### config.mk
export PLATFORM = sky130hd
export DESIGN_NAME = ones_counter_seq
export DESIGN_NICKNAME = d
export VERILOG_FILES = /design/src/rtl/ones_counter_seq.sv
export SDC_FILE = /design/constraint.sdc
export NUM_CORES = 1
export LEC_CHECK = 0
export ABC_AREA = 1
export CORE_MARGIN = 1
export CORE_UTILIZATION = 50
export DETAILED_ROUTE_END_ITERATION = 6
export GPL_TIMING_DRIVEN = 0
export MAX_ROUTING_LAYER = met4
export PLACE_DENSITY = 0.86
export SLEW_MARGIN = 20
export SYNTH_ARGS = -nofsm -noshare
export SYNTH_HDL_FRONTEND = slang
export SYNTH_SLANG_ARGS = --single-unit
### constraint.sdc
create_clock -name clk -period 3.1 [get_ports clk]
set_clock_uncertainty 0.2 [all_clocks]
set_input_delay 0.62 -clock clk [delete_from_list [all_inputs] [get_ports clk]]
set_output_delay 0.62 -clock clk [all_outputs]
set_load 0.01 [all_outputs]
### src/rtl/ones_counter_seq.sv
// Sequential ones counter: accepts a WIDTH-bit word, counts BITS_PER_CYCLE bits per clock,
// returns count plus zero/full flags. Define ONES_TOTAL_EN to add the saturating out_total port.
module ones_counter_seq #(
  parameter int WIDTH          = 8,
  parameter int BITS_PER_CYCLE = 1,
  localparam int CW            = $clog2(WIDTH + 1)
) (
  input  logic             clk,
  input  logic             rst,
  input  logic             in_valid,
  output logic             in_ready,
  input  logic [WIDTH-1:0] in_data,
  output logic             out_valid,
  input  logic             out_ready,
  output logic [CW-1:0]    out_count,
  output logic             out_zero,
  output logic             out_full
`ifdef ONES_TOTAL_EN
  ,
  output logic [15:0]      out_total
`endif
);

  localparam int NCH = (BITS_PER_CYCLE > 0) ? (WIDTH / BITS_PER_CYCLE) : 1;
  localparam int CHW = (NCH > 1) ? $clog2(NCH) : 1;

  generate
    if (WIDTH < 2 || BITS_PER_CYCLE < 1 || (WIDTH % BITS_PER_CYCLE) != 0) begin : g_bad_params
      $error("ones_counter_seq: BITS_PER_CYCLE must divide WIDTH and WIDTH must be >= 2");
    end
  endgenerate

  typedef enum logic [1:0] {
    IDLE  = 2'd0,
    COUNT = 2'd1,
    DONE  = 2'd2
  } state_t;

  state_t           r_state;
  state_t           w_state_next;
  logic [WIDTH-1:0] r_shift;
  logic [CHW-1:0]   r_chunk;
  logic [CW-1:0]    r_acc;
  logic [CW-1:0]    r_count;
  logic             r_zero;
  logic             r_full;
  logic [CW-1:0]    w_chunk_pop;
  logic [CW-1:0]    w_acc_sum;
  logic             w_last;

  always_ff @(posedge clk) begin
    if (rst) begin
      r_state <= IDLE;
    end else begin
      r_state <= w_state_next;
    end
  end

  always_comb begin
    w_state_next = r_state;
    case (r_state)
      IDLE:    if (in_valid) w_state_next = COUNT;
      COUNT:   if (w_last) w_state_next = DONE;
      DONE:    if (out_ready) w_state_next = IDLE;
      default: w_state_next = IDLE;
    endcase
  end

  // Popcount of the chunk currently sitting in the low bits of the shift register.
  always_comb begin
    w_chunk_pop = '0;
    for (int i = 0; i < BITS_PER_CYCLE; i++) begin
      w_chunk_pop = w_chunk_pop + CW'(r_shift[i]);
    end
  end

  assign w_acc_sum = r_acc + w_chunk_pop;
  assign w_last    = (r_chunk == CHW'(NCH - 1));

  always_ff @(posedge clk) begin
    if (rst) begin
      r_shift <= '0;
      r_chunk <= '0;
      r_acc   <= '0;
      r_count <= '0;
      r_zero  <= 1'b0;
      r_full  <= 1'b0;
    end else begin
      case (r_state)
        IDLE: begin
          if (in_valid) begin
            r_shift <= in_data;
            r_acc   <= '0;
            r_chunk <= '0;
          end
        end
        COUNT: begin
          r_shift <= r_shift >> BITS_PER_CYCLE;
          r_acc   <= w_acc_sum;
          r_chunk <= r_chunk + CHW'(1);
          // Result registers only change on the final chunk, so they hold through DONE.
          if (w_last) begin
            r_count <= w_acc_sum;
            r_zero  <= (w_acc_sum == '0);
            r_full  <= (w_acc_sum == CW'(WIDTH));
          end
        end
        default: ;
      endcase
    end
  end

  assign in_ready  = (r_state == IDLE);
  assign out_valid = (r_state == DONE);
  assign out_count = r_count;
  assign out_zero  = r_zero;
  assign out_full  = r_full;

`ifdef ONES_TOTAL_EN
  logic [15:0] r_total;
  logic [16:0] w_total_sum;

  assign w_total_sum = {1'b0, r_total} + 17'(r_count);

  always_ff @(posedge clk) begin
    if (rst) begin
      r_total <= '0;
    end else if (out_valid && out_ready) begin
      r_total <= w_total_sum[16] ? 16'hFFFF : w_total_sum[15:0];
    end
  end

  assign out_total = r_total;
`endif

endmodule

==> metrics <==
fillcell total 151; std cell rows 15; horizontal die dimension about 47 um; count of antenna diodes in the layout 0; global-route usage over all layers between 20% and 30%; worst reg2reg path endpoint out_zero; Final ANT Viol Nets 0; worst rel slew slack about 70%; compound-gate portion of the synthesized area between 20% and 30%; average wire per standard cell 11.93 um; adder-cell share of the synthesized area 5.044%; worst path buffer plus inverter count 2; summed negative setup slack over all endpoints 0 ns; Simple-Gate Fraction of Synth Area approximately 18%; DRC 0; required time at the endpoint of the critical path approximately 2.3 ns; FF-to-FF setup slack 1.40 ns; initial cell density of the core a little under three fifths; peak clock frequency supported by timing around 430 MHz; gate family responsible for the most delay along the worst path buffers and inverters; drt total wl between 2 and 2.5 mm; first-pass GRT wire length approximately 3.4 mm; clk sink count 23; source of the critical timing path r_state[1]; Final Max Slew Viols 0; buffer levels on the longest clock path 2; crit-path max FO 3; final hold vios 0; number of nets produced by synthesis 137; critical setup path kind register to output port; internal power just under 0.4 mW; clock buffers created by TritonCTS 3; number of maximum-capacitance constraint violations 0; termination of the worst setup path out_valid; signal arrival time at the worst endpoint around 1.5 ns; total net switching power between 0.1 and 0.15 mW; Worst-Margin Slew ~0.45 ns; Core ar. between 1500 and 2000 um^2; hold_ws 0.2607 ns; TritonCTS clock tree built; power density relative to cell area roughly 420 nW/um^2; cell type with the highest aggregate area in the netlist sky130_fd_sc_hd__dfxtp_1; CTS hold repair buffers 0; count of port buffers added during placement 19; starting DRC count in detailed routing 23; switch share 24.88%; relative contribution of combinational cells to total power between 10% and 20%; register clock-pin slew on the reported worst setup and hold paths about 0.11 ns; multiplexer share of the synthesized area 0%; proportion of layout cells with a drive suffix above 1 a little under a tenth; drt first pass iters 4; Post-CTS Repair Setup Buffers 0; clock tree root buffer cell sky130_fd_sc_hd__clkbuf_4; synth unique cells 20; CTS-repair resized insts 0; post-synth design cell area 992.2 um^2; sum of overflow across all layers after global routing 0; portion of the post-synthesis area used by sequential elements a little under half; Area growth syn-to-layout 24.97%; cell-by-cell listing of the critical path inv_2 > nor2_1 > clkdlybuf4s50_1; H-tree level count 1; hold path startpoint out_count[2]; count of cell instances traversed by the critical path 3; sequential group share of total power ~60%; Final GP Congestion 0.8341; RSZ-0062 raised after global routing no; number of cells on the worst hold path 2; clock share of power 26.3%; Tcrit/Tclk final between 70 and 80%; via density per instance approximately 5.4; status finished, final reports clean; I/O pins 20; cells after synthesis roughly 120; reg2reg path depth 6; CP startpoint kind register; total number of vias about 910; pin count of the biggest net entering global routing 13; via count of the first global-routing pass between 800 and 900; Post-DP HPWL 1.511 mm; Crit path largest cell delay around 0.55 ns; xor/xnor cell area share of the yosys netlist 0%; overall die height between 40 and 50 um; number of register bits inferred by synthesis 23; Synth warnings 0; leading cell types by total area after synthesis sky130_fd_sc_hd__dfxtp_1, sky130_fd_sc_hd__nand2_1, sky130_fd_sc_hd__a21oi_1, sky130_fd_sc_hd__ha_1, sky130_fd_sc_hd__o22ai_1; latest clock arrival within the worst-skew pair between 0.3 and 0.4 ns; critical path capture point type output port; Synth top area share roughly 46%; dominant combinational cell family by area after synthesis compound AO/OA/AOI/OAI gates; Crit-path slowest cell sky130_fd_sc_hd__clkdlybuf4s50_1; Static Leakage between 0.4 and 0.5 nW; origin of the critical flop-to-flop path r_chunk[0]; class of the tightest hold or removal check register to register; final setup violation count 0; largest vdd supply drop between 0.2 and 0.3 mV; floorplan die area between 2000 and 2500 um^2; Syn Area/Cell between 8 and 9 um^2; minimum clock period after layout roughly 2.3 ns; antenna violations before repair 0; Final Net Count 161
power by group through the flow:
stage          clock (mW)  sequential, mW  combinational (mW)
3_5_place_dp            0           0.322              0.0700
3_3_place_gp            0           0.321              0.0679
4_1_cts             0.141           0.315              0.0705
6_report            0.138           0.315              0.0704
2_1_floorplan           0           0.320              0.0439
5_1_grt             0.152           0.317              0.0772
layer usage:
layer | GRT usage [%] | part of all wire [%] | wire length (um)
met5 | - | 0 | 0
met3 | 3.922 | 5.2 | 105
met1 | 27.47 | 44 | 894
met4 | 13.53 | 1.9 | 38
met2 | 35.56 | 48 | 977
sequential cells by signal, summed over array words and instances (netlist names):
register and flops:
out_count 4, out_zero 1, r_acc 4, out_full 1, r_state 2, r_shift 8
r_chunk 3
Yosys cell counts (all sizes together):
master   n
a211oi   2
o22ai    7
nand4    2
nand2   27
inv     10
nand3    7
buf      3
clkbuf   1
o21ai   10
dfxtp   23
a21oi   20
nor2     5
ha       4
stage by stage:
stage	setup slack, ns	area [um^2]	utilization (%)	power [mW]	cells
3_5_place_dp	0.9847	1214	67.36	0.3920	165
2_1_floorplan	1.609	992.2	-	0.3641	121
6_report	0.7803	1240	68.82	0.5234	169
3_3_place_gp	1.014	1214	67.36	0.3894	165
5_1_grt	0.6985	1240	68.82	0.5468	169
4_1_cts	0.7649	1240	68.82	0.5267	169
cells by family after synthesis:
group | after synthesis
buffers and inverters | 14
AO/OA/AOI/OAI | 39
adder cells (fa/ha/maj) | 4
AND/OR/NAND/NOR | 41
flip-flops | 23
placed cells by master, fill, tap and decap left out, types with 3 or more instances in the layout:
cell	instances
sky130_fd_sc_hd__buf_6	3
sky130_fd_sc_hd__o22ai_1	7
sky130_fd_sc_hd__ha_1	4
sky130_fd_sc_hd__a21oi_1	20
sky130_fd_sc_hd__inv_1	7
sky130_fd_sc_hd__nand2_1	27
sky130_fd_sc_hd__nand3_1	6
sky130_fd_sc_hd__clkbuf_4	3
sky130_fd_sc_hd__clkdlybuf4s50_1	19
sky130_fd_sc_hd__dfxtp_1	23
sky130_fd_sc_hd__o21ai_0	7
sky130_fd_sc_hd__nor2_1	4
worst min-delay path: stages, from the launching register on:
cell and delay [ns]:
sky130_fd_sc_hd__dfxtp_1 0.33, sky130_fd_sc_hd__inv_1 0.05, sky130_fd_sc_hd__a211oi_1 0.05
layout make-up:
type	count	area, um^2	area share [%]
well taps	25	31.28	2.523
clock buffers	4	26.28	2.119
flip-flops and latches	23	460.4	37.13
inverters	10	40.04	3.229
plain buffers	4	37.54	3.027
multi-input cells	84	454.2	36.63
repair buffers	19	190.2	15.34
worst min path at each step:
stage | endpoint | slack (ns)
floorplan | r_chunk[0] | 0.23
global placement | out_count[2] | 0.25
detailed placement | out_count[2] | 0.25
CTS | out_count[2] | 0.27
global route | out_count[2] | 0.28
finish | out_count[2] | 0.26
Note: power is estimated with default switching activity, not from simulation.
